**config.mk**
```make
export PLATFORM = sky130hd
export DESIGN_NAME = seq_bit_serializer_flat
export DESIGN_NICKNAME = d
export VERILOG_FILES = /design/src/rtl/seq_bit_serializer_if.sv /design/src/rtl/seq_bit_serializer.sv /design/src/flat_wrapper.sv
export SDC_FILE = /design/constraint.sdc
export NUM_CORES = 1
export LEC_CHECK = 0
export BUFFER_PORTS_ARGS = -buffer_cell sky130_fd_sc_hd__buf_2
export CORE_ASPECT_RATIO = 0.8
export CORE_UTILIZATION = 50
export CTS_CLUSTER_SIZE = 8
export DETAILED_ROUTE_END_ITERATION = 10
export HOLD_SLACK_MARGIN = 0.03
export PLACE_DENSITY = 0.72
export SLEW_MARGIN = 20
export SYNTH_ARGS = -nofsm -noshare
export SYNTH_HDL_FRONTEND = slang
export SYNTH_SLANG_ARGS = --single-unit
```
**constraint.sdc**
```tcl
create_clock -name clk -period 1.9 [get_ports clk]
set_input_delay 0.19 -clock clk [delete_from_list [all_inputs] [get_ports clk]]
set_output_delay 0.19 -clock clk [all_outputs]
set_load 0.005 [all_outputs]
```
**src/rtl/seq_bit_serializer_if.sv**
```systemverilog
// Handshake bundle between the serializer and its user: button/abort/switch
// inputs in, serial bit, strobe, LED and status outputs back.
interface seq_bit_serializer_if #(
    parameter int N = 8
);
    localparam int BW = $clog2(N);

    logic          start;
    logic          abort;
    logic [N-1:0]  data;
    logic          x_out;
    logic          x_valid;
    logic [BW-1:0] bit_idx;
    logic [N-1:0]  leds;
    logic          busy;
    logic          done;

    modport master (
        output start, abort, data,
        input  x_out, x_valid, bit_idx, leds, busy, done
    );

    modport slave (
        input  start, abort, data,
        output x_out, x_valid, bit_idx, leds, busy, done
    );
endinterface

```
**src/rtl/seq_bit_serializer.sv**
```systemverilog
// Button-triggered serializer: captures a switch word on a start edge and
// plays it out once, one bit per DIV clocks, with a one-cycle valid strobe.
module seq_bit_serializer #(
    parameter int N         = 8,
    parameter int DIV       = 25000000,
    parameter bit MSB_FIRST = 1'b0
) (
    input  logic                  clk,
    input  logic                  reset,
    seq_bit_serializer_if.slave   bus
);
    localparam int BW = $clog2(N);
    localparam int CW = $clog2(DIV);

    typedef enum logic [1:0] {IDLE, LOAD, SHIFT, DONE} state_t;

    state_t        state_q, state_d;
    logic [N-1:0]  sh_q, sh_d;
    logic [N-1:0]  sh_nx;
    logic [CW-1:0] cnt_q, cnt_d;
    logic [BW-1:0] idx_q, idx_d;
    logic          x_out_q, x_out_d;
    logic          x_valid_q, x_valid_d;
    logic [N-1:0]  leds_q, leds_d;
    logic          sync1_q, sync2_q, sync3_q;
    logic          start_rise;

    // LED position tracks the data bit index, not the transmission index.
    function automatic logic [N-1:0] led_onehot(input logic [BW-1:0] idx);
        logic [N-1:0] r;
        r = '0;
        for (int k = 0; k < N; k++)
            r[k] = MSB_FIRST ? (int'(idx) == N - 1 - k) : (int'(idx) == k);
        return r;
    endfunction

    function automatic logic head(input logic [N-1:0] v);
        return MSB_FIRST ? v[N-1] : v[0];
    endfunction

    assign sh_nx      = MSB_FIRST ? {sh_q[N-2:0], 1'b0} : {1'b0, sh_q[N-1:1]};
    assign start_rise = sync2_q & ~sync3_q;

    always_comb begin
        // NOTE: every variable gets a default first so no path infers a latch.
        state_d   = state_q;
        sh_d      = sh_q;
        cnt_d     = cnt_q;
        idx_d     = idx_q;
        x_out_d   = x_out_q;
        x_valid_d = 1'b0;
        leds_d    = leds_q;

        if (bus.abort) begin
            state_d = IDLE;
            cnt_d   = '0;
            idx_d   = '0;
            x_out_d = 1'b0;
            leds_d  = '0;
        end else begin
            case (state_q)
                IDLE, DONE: begin
                    if (start_rise) begin
                        state_d = LOAD;
                        sh_d    = bus.data;
                        cnt_d   = '0;
                    end
                end
                LOAD: begin
                    state_d   = SHIFT;
                    cnt_d     = '0;
                    idx_d     = '0;
                    x_out_d   = head(sh_q);
                    leds_d    = led_onehot('0);
                    x_valid_d = 1'b1;
                end
                SHIFT: begin
                    if (cnt_q == CW'(DIV - 1)) begin
                        cnt_d = '0;
                        if (idx_q == BW'(N - 1)) begin
                            state_d = DONE;
                        end else begin
                            idx_d     = idx_q + BW'(1);
                            sh_d      = sh_nx;
                            x_out_d   = head(sh_nx);
                            leds_d    = led_onehot(idx_q + BW'(1));
                            x_valid_d = 1'b1;
                        end
                    end else begin
                        cnt_d = cnt_q + CW'(1);
                    end
                end
                default: state_d = IDLE;
            endcase
        end
    end

    // NOTE: sequential state uses non-blocking assignments so all flops update together.
    always_ff @(posedge clk or negedge reset) begin
        if (!reset) begin
            state_q   <= IDLE;
            sh_q      <= '0;
            cnt_q     <= '0;
            idx_q     <= '0;
            x_out_q   <= 1'b0;
            x_valid_q <= 1'b0;
            leds_q    <= '0;
            sync1_q   <= 1'b0;
            sync2_q   <= 1'b0;
            sync3_q   <= 1'b0;
        end else begin
            state_q   <= state_d;
            sh_q      <= sh_d;
            cnt_q     <= cnt_d;
            idx_q     <= idx_d;
            x_out_q   <= x_out_d;
            x_valid_q <= x_valid_d;
            leds_q    <= leds_d;
            sync1_q   <= bus.start;
            sync2_q   <= sync1_q;
            sync3_q   <= sync2_q;
        end
    end

    assign bus.x_out   = x_out_q;
    assign bus.x_valid = x_valid_q;
    assign bus.bit_idx = idx_q;
    assign bus.leds    = leds_q;
    assign bus.busy    = (state_q == LOAD) || (state_q == SHIFT);
    assign bus.done    = (state_q == DONE);
endmodule

```
**src/flat_wrapper.sv**
```systemverilog
// flat-port wrapper written by rule: the top's interface ports become plain ports
module seq_bit_serializer_flat 
#(
    parameter int N         = 8,
    parameter int DIV       = 25000000,
    parameter bit MSB_FIRST = 1'b0
)
  (clk, reset, bus_start, bus_abort, bus_data, bus_x_out, bus_x_valid, bus_bit_idx, bus_leds, bus_busy, bus_done);
  seq_bit_serializer_if #(.N(N)) bus_i ();
  input  logic clk;
  input  logic reset;
  input wire logic [$bits(bus_i.start)-1:0] bus_start;
  input wire logic [$bits(bus_i.abort)-1:0] bus_abort;
  input wire logic [$bits(bus_i.data)-1:0] bus_data;
  output wire logic [$bits(bus_i.x_out)-1:0] bus_x_out;
  output wire logic [$bits(bus_i.x_valid)-1:0] bus_x_valid;
  output wire logic [$bits(bus_i.bit_idx)-1:0] bus_bit_idx;
  output wire logic [$bits(bus_i.leds)-1:0] bus_leds;
  output wire logic [$bits(bus_i.busy)-1:0] bus_busy;
  output wire logic [$bits(bus_i.done)-1:0] bus_done;
  assign bus_i.start = bus_start;
  assign bus_i.abort = bus_abort;
  assign bus_i.data = bus_data;
  assign bus_x_out = bus_i.x_out;
  assign bus_x_valid = bus_i.x_valid;
  assign bus_bit_idx = bus_i.bit_idx;
  assign bus_leds = bus_i.leds;
  assign bus_busy = bus_i.busy;
  assign bus_done = bus_i.done;
  seq_bit_serializer #(.N(N), .DIV(DIV), .MSB_FIRST(MSB_FIRST)) u_core (.clk(clk), .reset(reset), .bus(bus_i));
endmodule
```
==> out/results.tsv, run 1 <==
stage	metric	value	unit
sta	final.setup.tns	-582	ps
yosys	ys_types	47	
sta	timing.final.hold_violations	0	
placement	pre_cts_ws	-72.4	ps
floorplan	design.core.area	5470	sq um
yosys	synth_top_cells_by_area	sky130_fd_sc_hd__dfrtp_1 45%, sky130_fd_sc_hd__ha_1 5.3%, sky130_fd_sc_hd__nand3_1 4.9%, sky130_fd_sc_hd__a31oi_1 4.6%, sky130_fd_sc_hd__a21oi_1 4.0%	
power_and_ir_drop	ir_drop	781	uV
worst_setup_path	ff2ff_setup_slack	-100	ps
finish	area_growth	41.3	%
grt	grt_first_pass_wirelength	12800	um
power_and_ir_drop	static_leakage	1.75	nW
finish	finalCoreUtilization	73.8	%
sta	fin_crit	2000	ps
sta	worst_slew_pin_slew	649	ps
power_and_ir_drop	power.density_cell_area	884	nW/um^2
yosys	synth_sequential_area_ratio	44.7	%
worst_setup_path	critical_path_required	2130	ps
routing	residual_drc	0	
placement	placement.cell_area	3490	sq um
yosys	syn-num-nets	332	
finish	layout.cells.non_filler	470	
finish	num-fill-cells	363	
cts	clock-sinks	51	
yosys	post-synth-top-count-cell	sky130_fd_sc_hd__dfrtp_1	
sta	maxSlewHeadroom	56.3	%
placement	placedCellCount	452	
yosys	syn-instance-count	308	
finish	nets	415	
yosys	synth_compound_area_share	22.2	%
min_path	min_path_cells	3	
floorplan	core.rowCount	24	
flow_run	timing.max_cap.violations	0	
routing	dr.pass1.iters	5	
placement	dp_hpwl	5190	um
routing	antenna_violating_nets_post_route	0	
yosys	post_synth_fa_ha_maj_area_fraction	5.26	%
worst_setup_path	timing.critical_path.fanout_max	6	
yosys	most_numerous_cell_types_in_the_synthesized_netlist	51 x sky130_fd_sc_hd__dfrtp_1, 28 x sky130_fd_sc_hd__nand3_1, 25 x sky130_fd_sc_hd__nand2_1	
sta	setup-violations-final	10	
sta	finalCritPeriodShare	105	%
sta	hold_ws	157	ps
routing	first_iter_violations	213	
worst_setup_path	timing_worst_setup_path_type	reg -> reg	
yosys	post_synth_xor_area_fraction	0	%
cts	cts_tree	done	
power_and_ir_drop	totalPowerFinal	3.56	mW
cts	cts_buffers	5	
yosys	asyncSetResetFlopFracSynth	100	%
worst_setup_path	endpoint_kind	flip-flop	
sta	fin_worst_skew	5.31	ps
grt	gr-total-overflow	0	
yosys	post_synth.cell_area_avg	9.26	sq um
worst_setup_path	r2r_cells	7	
finish	multi_input_comb_area	1730	sq um
finish	final_design_area_no_fill	4030	sq um
routing	via_count	2911	
routing	wl_per_cell	17.9	um
routing	routed_wirelength	8420	um
grt	grt_antenna_before_repair	0	
finish	sequential_cell_area	1280	sq um
grt	grt_usage	26.8	%
run_status	status	complete, but fails checks	
worst_setup_path	cp-start-kind	flip-flop	
yosys	netlist.top_cell.by_area	sky130_fd_sc_hd__dfrtp_1	
yosys	synth-edff-count	0	
yosys	synth_ff_type	sky130_fd_sc_hd__dfrtp_1	
finish	layout-drive-gt1-share	40.8	%
min_path	worst_hold_path_type	in -> reg	
cts	clock_latency	310	ps
cts	clkSlewWorstSetupHoldPaths	90	ps
min_path	timing.hold.worst_endpoint	u_core.sh_q[2]	
grt	grt_pass1_vias	2692	
placement	numPortBuffers	26	
run_status	violations	setup timing	
placement	routabilityCongestion	0.849	
worst_setup_path	regToRegEndpoint	u_core.state_q[0]	
yosys	syn-cell-area	2850	sq um
floorplan	die-height	69.6	um
cts	cts.htree.levels	2	
sta	post-route-worst-setup-slack	-100	ps
cts	clock-root-buffer	sky130_fd_sc_hd__clkbuf_8	
worst_setup_path	worst_ep_arrival_time	2230	ps
floorplan	floorplan.io_pins	27	
floorplan	fp.dieArea	6010	sq um
yosys	synth_warnings	0	
yosys	synth_top_family_by_area	compound AO/OA/AOI/OAI gates	
grt	pin_count_of_the_biggest_net_entering_global_routing	52	
min_path	hold_start	bus_data[2]	
yosys	synth.top_cell.area_share	44.7	%
routing	vias_per_cell	6.19	
worst_setup_path	worst_r2r_startpoint	u_core.cnt_q[7]	
yosys	post_synth_and_or_nand_nor_area_fraction	21.4	%
floorplan	initial_utilization	52.2	%
cts	max-clock-path-buffers	2	
yosys	ys_seq_elements	51	
sta	maxClockFrequency	500	MHz
finish	ant_cells	0	
sta	grt_setup_unrepaired	yes	
yosys	synth.mux.area_fraction	1.10	%
floorplan	floorplan.die.width	86.5	um
sta	slew_viol_final	0	
power by group:
part | switching, mW | internal (mW) | leakage [nW]
logic | 0.701 | 0.600 | 0.999
registers | 0.143 | 1.22 | 0.684
clock network | 0.375 | 0.527 | 0.0654
cell families (layout without fill, tap and decap cells):
family                     count (synthesis)  after routing
DFF                                       51             51
muxes                                      3              3
AOI/OAI and AO/OA                         97             97
buffers and inverters                     33            117
and+or+nand+nor                          112            112
adders and majority gates                 12             12
flip-flops by register name, summed over array words and instances (netlist names):
register / flops
u_core.bus.leds: 8
u_core.sync2_q: 1
u_core.sync1_q: 1
u_core.bus.x_out: 1
u_core.sync3_q: 1
u_core.bus.bit_idx: 3
u_core.state_q: 2
u_core.cnt_q: 25
u_core.sh_q: 8
u_core.bus.x_valid: 1
repair_timing:
action                     4_1_cts  5_1_grt
gates cloned                     0        1
resized for setup               15       51
pin swaps                        6       25
setup buffers                    6        1
setup endpoints to repair       34       45
hold buffers                     2        0
hold endpoints to repair        52        0
placed cells by master, fill, tap and decap left out, drive strengths merged, types with 3 or more instances in the layout:
cell    count
or2         3
a211oi      3
nand3      29
o21ai      15
nor4        5
a32o        3
nand2      25
a31oi      21
nor2       11
nand2b      4
and3        6
buf        93
a21oi      23
nand4       9
inv        13
nor3        6
ha         12
dfrtp      51
a41oi       4
or4         3
o22ai      14
clkbuf      7
metal layers:
| metal | GRT usage, % | vias to the layer above | wire length (um) |
|---|---|---|---|
| li1 | - | 1334 | - |
| met1 | 38.3 | 1435 | 3720 |
| met2 | 42.2 | 126 | 3990 |
| met3 | 5.48 | 16 | 602 |
| met4 | 5.74 | 0 | 102 |
| met5 | 0 | - | 0 |
critical path, cell delays in order (launching register included):
cell and delay [ps]:
sky130_fd_sc_hd__dfrtp_1 420, sky130_fd_sc_hd__buf_4 170, sky130_fd_sc_hd__nor3_1 190, sky130_fd_sc_hd__and4b_2 310, sky130_fd_sc_hd__buf_4 160, sky130_fd_sc_hd__a31oi_1 160
sky130_fd_sc_hd__or3_1 360, sky130_fd_sc_hd__a21oi_2 160
worst max path at each step:
stage	depth (start not counted)	end	slack (ps)	start
floorplan	6	u_core.cnt_q[24]	-120	u_core.cnt_q[1]
global placement	7	u_core.cnt_q[22]	-40	u_core.state_q[0]
detailed placement	5	u_core.cnt_q[24]	-70	u_core.cnt_q[1]
CTS	5	u_core.bus.bit_idx[0]	-60	u_core.cnt_q[7]
global route	6	u_core.bus.leds[1]	-190	u_core.cnt_q[10]
finish	7	u_core.state_q[0]	-100	u_core.cnt_q[7]
cell type report:
| type | count | area share [%] |
|---|---|---|
| multi-input combinational | 224 | 43.0 |
| sequential | 51 | 31.7 |
| timing repair buffer | 96 | 18.5 |
| tap | 78 | 2.42 |
| clock buffer | 6 | 1.80 |
| clock inverter | 2 | 1.49 |
| inverter | 13 | 1.21 |
No activity file was read; power rests on OpenSTA's default activity.
==> inputs of run 2 (changes only) <==
Settings changed: ABC_AREA from default to 1, PLACE_DENSITY 0.72 to 0.75.
==> out/results.tsv, run 2 <==
stage	metric	value	unit
finish	most_common_library_cell_in_the_layout_ignoring_fill_and_taps	sky130_fd_sc_hd__nand2_1	
routing	vias_per_cell	5.10	
cts	cts.htree.levels	2	
yosys	post-synth-top-count-cell	sky130_fd_sc_hd__nand2_1	
yosys	synth-edff-count	0	
routing	first_iter_violations	185	
sta	worst_slew_pin_slew	536	ps
worst_setup_path	timing.critical_path.fanout_max	14	
sta	finalCritPeriodShare	93.1	%
yosys	synth_warnings	0	
power_and_ir_drop	ir_drop	649	uV
min_path	timing.hold.worst_endpoint	u_core.sh_q[7]	
min_path	min_path_cells	3	
grt	gr-total-overflow	0	
yosys	ys_types	32	
sta	fin_worst_skew	8.19	ps
min_path	hold_start	bus_data[7]	
cts	clkSlewWorstSetupHoldPaths	100	ps
routing	dr.pass1.iters	4	
finish	layout_common_cells	170 x sky130_fd_sc_hd__nand2_1, 51 x sky130_fd_sc_hd__dfrtp_1, 39 x sky130_fd_sc_hd__inv_1, 39 x sky130_fd_sc_hd__nor2_1, 26 x sky130_fd_sc_hd__buf_2	
cts	clock-root-buffer	sky130_fd_sc_hd__clkbuf_8	
floorplan	initial_utilization	52.6	%
floorplan	floorplan.io_pins	27	
grt	grt_pass1_vias	2540	
cts	cts_tree	done	
worst_setup_path	regToRegEndpoint	u_core.cnt_q[0]	
worst_setup_path	critical_path_required	2110	ps
yosys	syn-instance-count	433	
placement	routabilityCongestion	0.969	
yosys	ys_seq_elements	51	
sta	slew_viol_final	0	
routing	routed_wirelength	6980	um
run_status	status	finished clean	
floorplan	core.rowCount	25	
worst_setup_path	r2r_cells	5	
worst_setup_path	endpoint_kind	flip-flop	
cts	cts_buffers	5	
grt	grt_first_pass_wirelength	11700	um
grt	grt_usage	22.3	%
yosys	post_synth.cell_area_avg	7.30	sq um
sta	final.setup.tns	0	ps
sta	maxSlewHeadroom	64.3	%
sta	grt_setup_unrepaired	no	
yosys	synth_ff_type	sky130_fd_sc_hd__dfrtp_1	
sta	timing.final.hold_violations	0	
worst_setup_path	timing_worst_setup_path_type	reg -> reg	
finish	largest-register	u_core.cnt_q	
finish	layout-drive-gt1-share	14.8	%
yosys	syn-cell-area	3160	sq um
placement	dp_hpwl	5130	um
grt	pin_count_of_the_biggest_net_entering_global_routing	31	
yosys	netlist.top_cell.by_area	sky130_fd_sc_hd__dfrtp_1	
routing	via_count	2792	
worst_setup_path	worst_r2r_startpoint	u_core.state_q[1]	
cts	max-clock-path-buffers	2	
floorplan	fp.dieArea	6640	sq um
floorplan	floorplan.die.width	90.9	um
worst_setup_path	worst_ep_arrival_time	1980	ps
cts	clock-sinks	51	
finish	area_growth	13.3	%
finish	ant_cells	0	
power_and_ir_drop	static_leakage	1.78	nW
placement	numPortBuffers	26	
yosys	synth.top_cell.area_share	40.4	%
floorplan	design.core.area	6010	sq um
sta	fin_crit	1770	ps
yosys	syn-num-nets	457	
sta	setup-violations-final	0	
min_path	worst_hold_path_type	in -> reg	
worst_setup_path	cp-start-kind	flip-flop	
worst_setup_path	ff2ff_setup_slack	130	ps
grt	grt_antenna_before_repair	0	
finish	nets	489	
floorplan	die-height	73.1	um
yosys	most_numerous_cell_types_in_the_synthesized_netlist	170 x sky130_fd_sc_hd__nand2_1, 51 x sky130_fd_sc_hd__dfrtp_1, 39 x sky130_fd_sc_hd__inv_1, 39 x sky130_fd_sc_hd__nor2_1, 23 x sky130_fd_sc_hd__nand3_1	
yosys	asyncSetResetFlopFracSynth	100	%
cts	clock_latency	310	ps
finish	largest_reg_flops	25	
routing	wl_per_cell	12.8	um
sta	post-route-worst-setup-slack	131	ps
sta	maxClockFrequency	565	MHz
placement	pre_cts_ws	76.2	ps
power_and_ir_drop	power.density_cell_area	863	nW/um^2
routing	antenna_violating_nets_post_route	0	
yosys	synth_top_cells_by_area	sky130_fd_sc_hd__dfrtp_1 40%, sky130_fd_sc_hd__nand2_1 20%, sky130_fd_sc_hd__ha_1 4.8%, sky130_fd_sc_hd__inv_1 4.6%, sky130_fd_sc_hd__nor2_1 4.6%	
routing	residual_drc	0	
yosys	synth_sequential_area_ratio	40.4	%
flow_run	timing.max_cap.violations	0	
[run 2: changes by cell type in the layout (fill, tap and decap cells not counted), sizes merged, moves of 19 or more]
| cell | change |
|---|---|
| a21oi | -19 |
| a31oi | -21 |
| buf | -59 |
| inv | +31 |
| nand2 | +152 |
| nor2 | +36 |
[run 2: repair_timing]
item / 4_1_cts / 5_1_grt
gates resized for setup: 1 / 3
setup buffers: 0 / 1
endpoints found under the hold margin: 22 / 0
pin swaps: 0 / 1
cloned: 0 / 0
setup endpoints to repair: 1 / 11
hold buffers: 2 / 0
[run 2: logic make-up (layout without fill, tap and decap cells)]
| logic type | count (synthesis) | count (layout) | share of synthesized area (%) |
|---|---|---|---|
| AOI/OAI and AO/OA | 26 | 26 | 4.47 |
| xor gates and xnor gates | 11 | 11 | 3.05 |
| adders and majority gates | 12 | 12 | 4.75 |
| buffers and inverters | 55 | 88 | 7.40 |
| DFF | 51 | 51 | 40.4 |
| and+or+nand+nor | 278 | 278 | 39.9 |
[run 2: worst max path at each step]
| stage | from | endpoint |
|---|---|---|
| after CTS | u_core.state_q[1] | u_core.sh_q[4] |
| final | u_core.state_q[1] | u_core.cnt_q[0] |
| after global routing | u_core.state_q[1] | u_core.state_q[0] |
| after detailed placement | u_core.state_q[1] | u_core.cnt_q[0] |
| after global placement | u_core.state_q[1] | u_core.sh_q[4] |
| after floorplan | u_core.state_q[0] | u_core.cnt_q[15] |
[run 2: where the power goes]
part,switching (mW),internal [mW]
sequential,0.0756,1.22
combinational,0.581,0.321
clock,0.370,0.527
total,1.03,2.07
[run 2: through the flow]
stage               hold slack [ps]  instances  area, sq um  util, %  total power [mW]
floorplan                      -106        433         3160        -              1.90
global placement                198        536         3400     56.6              2.14
detailed placement              201        536         3400     56.6              2.17
CTS                             114        546         3560     59.3              3.08
global route                    163        547         3580     59.6              3.28
finish                          120        547         3580     59.6              3.09
[run 2: final cells by class]
cell class / instances / area, sq um
clock buffers: 6 / 72.6
well taps: 81 / 101
multi-input cells: 327 / 1670
flip-flops and latches: 51 / 1280
repair buffers: 36 / 235
fillers: 546 / 2420
inverters: 44 / 165
clock inverters: 2 / 60.1
[run 2: critical path: stages, from the launching register on]
cell and delay, ps:
sky130_fd_sc_hd__dfrtp_1 420, sky130_fd_sc_hd__ha_1 310, sky130_fd_sc_hd__o21ai_0 130, sky130_fd_sc_hd__nand2_1 230
sky130_fd_sc_hd__nand3b_4 320, sky130_fd_sc_hd__o21ai_0 250
[run 2: per-layer routing]
metal / wire length, um / track usage, %
met4: 40 / 4.94
met5: 0 / 0
met2: 3070 / 34.8
met3: 489 / 3.65
met1: 3380 / 32.7
==> inputs of run 3 (changes only) <==
Settings changed: CORE_UTILIZATION 50 to 54, CTS_CLUSTER_DIAMETER from default to 100, PLACE_DENSITY 0.75 to 0.8.
==> out/results.tsv, run 3 (same netlist as run 2, synthesis figures left out) <==
stage	metric	value	unit
run_status	status	finished clean	
finish	most_common_library_cell_in_the_layout_ignoring_fill_and_taps	sky130_fd_sc_hd__nand2_1	
power_and_ir_drop	static_leakage	1.77	nW
finish	layout_common_cells	169 x sky130_fd_sc_hd__nand2_1, 51 x sky130_fd_sc_hd__dfrtp_1, 39 x sky130_fd_sc_hd__inv_1, 39 x sky130_fd_sc_hd__nor2_1, 26 x sky130_fd_sc_hd__buf_2	
worst_setup_path	critical_path_required	2090	ps
worst_setup_path	cell_family_with_the_largest_share_of_critical_path_delay	simple AND/OR/NAND/NOR gates	
sta	setup-violations-final	0	
sta	grt_setup_unrepaired	no	
cts	clkSlewWorstSetupHoldPaths	100	ps
cts	max-clock-path-buffers	2	
sta	post-route-worst-setup-slack	111	ps
cts	clock_latency	300	ps
cts	clock-sinks	51	
worst_setup_path	timing.critical_path.fanout_max	9	
sta	hold_ws	147	ps
routing	via_count	2822	
worst_setup_path	r2r_cells	10	
grt	grt_antenna_before_repair	0	
grt	grt_pass1_vias	2441	
floorplan	fp.dieArea	6160	sq um
sta	maxClockFrequency	559	MHz
worst_setup_path	cp-start-kind	flip-flop	
floorplan	die-height	70.4	um
placement	pre_cts_ws	28.2	ps
worst_setup_path	endpoint_kind	flip-flop	
finish	ant_cells	0	
placement	routabilityCongestion	0.946	
power_and_ir_drop	ir_drop	671	uV
worst_setup_path	cp.buffers_inverters	1	
routing	wl_per_cell	12.9	um
cts	cts.htree.levels	2	
floorplan	floorplan.io_pins	27	
sta	finalCritPeriodShare	94.2	%
sta	fin_crit	1790	ps
routing	first_iter_violations	213	
worst_setup_path	cp_slowest_stage_delay	410	ps
power_and_ir_drop	totalPowerFinal	2.88	mW
min_path	worst_hold_path_type	in -> reg	
grt	grt_usage	24.0	%
flow_run	timing.max_cap.violations	0	
sta	maxSlewHeadroom	56.2	%
finish	largest-register	u_core.cnt_q	
floorplan	initial_utilization	56.9	%
worst_setup_path	timing_worst_setup_path_type	reg -> reg	
cts	cts_tree	done	
floorplan	core.rowCount	24	
placement	dp_hpwl	5020	um
finish	area_growth	12.2	%
cts	cts_buffers	5	
worst_setup_path	ff2ff_setup_slack	110	ps
placement	numPortBuffers	26	
sta	timing.final.hold_violations	0	
finish	nets	492	
grt	gr-total-overflow	0	
sta	slew_viol_final	0	
sta	fin_worst_skew	7.09	ps
worst_setup_path	timing.critical_path.cells	ha_1, nand2_4, nor2_4, inv_2, nor2_4, nand2_2, nand2_4, nand3_4, nand2_1, nand2_1	
routing	dr.pass1.iters	5	
sta	final.setup.tns	0	ps
floorplan	floorplan.die.width	87.5	um
finish	largest_reg_flops	25	
worst_setup_path	slowest_stage	sky130_fd_sc_hd__dfrtp_1	
routing	routed_wirelength	7080	um
cts	clock-root-buffer	sky130_fd_sc_hd__clkbuf_8	
min_path	hold_start	bus_data[7]	
sta	worst_slew_pin_slew	657	ps
power_and_ir_drop	power.density_cell_area	812	nW/um^2
worst_setup_path	worst_ep_arrival_time	1980	ps
worst_setup_path	worst_r2r_startpoint	u_core.cnt_q[1]	
worst_setup_path	timing.critical_path.depth	10	
grt	grt_first_pass_wirelength	11600	um
routing	vias_per_cell	5.16	
routing	residual_drc	0	
grt	pin_count_of_the_biggest_net_entering_global_routing	52	
worst_setup_path	regToRegEndpoint	u_core.sh_q[3]	
floorplan	design.core.area	5560	sq um
routing	antenna_violating_nets_post_route	0	
finish	finalCoreUtilization	63.9	%
finish	layout-drive-gt1-share	16.0	%
min_path	timing.hold.worst_endpoint	u_core.sh_q[7]	
min_path	min_path_cells	3	
## run 3: where the power goes
part,switching [mW],internal (mW)
logic,0.579,0.323
clock network,0.376,0.298
registers,0.0862,1.22
total,1.04,1.84
## run 3: worst max-delay path by stage
stage / slack (ps) / to / start
2_1_floorplan: 260 / u_core.cnt_q[15] / u_core.state_q[0]
3_3_place_gp: 120 / u_core.sh_q[6] / u_core.state_q[0]
3_5_place_dp: 30 / u_core.cnt_q[0] / u_core.state_q[0]
4_1_cts: 20 / u_core.sh_q[5] / u_core.state_q[0]
5_1_grt: 2 / u_core.sh_q[3] / u_core.cnt_q[1]
6_report: 110 / u_core.sh_q[3] / u_core.cnt_q[1]
## run 3: cell type report
type	count	area (sq um)
clock buffers	6	82.6
multi-input cells	327	1680
clock inverters	2	16.3
well taps	78	97.6
fillers	484	2010
flip-flops and latches	51	1280
inverters	44	165
repair buffers	39	233
## run 3: timing repair
| item | in CTS | in global routing |
|---|---|---|
| hold endpoints to repair | 52 | 0 |
| gates resized for setup | 0 | 5 |
| endpoints found under the setup margin | 0 | 27 |
| hold buffers | 2 | 0 |
| buffers inserted | 0 | 3 |
## run 3: metrics by stage
stage	cell area [sq um]	cells
after floorplan	3160	433
after global placement	3380	534
after detailed placement	3380	534
after CTS	3500	544
after global routing	3550	547
final	3550	547
## run 3: layer usage
metal / global-route usage (%) / routed length (um) / vias up
met3: 4.96 / 404 / 4
li1: - / - / 1437
met4: 4.74 / 32 / 0
met1: 38.2 / 3620 / 1294
met2: 33.2 / 3020 / 87
met5: 0 / 0 / -
## run 3: worst reg2reg max path, cell delays in order, from the launching register on
cell,delay (ps)
sky130_fd_sc_hd__dfrtp_1,410
sky130_fd_sc_hd__ha_1,250
sky130_fd_sc_hd__nand2_4,100
sky130_fd_sc_hd__nor2_4,160
sky130_fd_sc_hd__inv_2,60
sky130_fd_sc_hd__nor2_4,130
sky130_fd_sc_hd__nand2_2,110
sky130_fd_sc_hd__nand2_4,160
sky130_fd_sc_hd__nand3_4,140
sky130_fd_sc_hd__nand2_1,110
sky130_fd_sc_hd__nand2_1,60
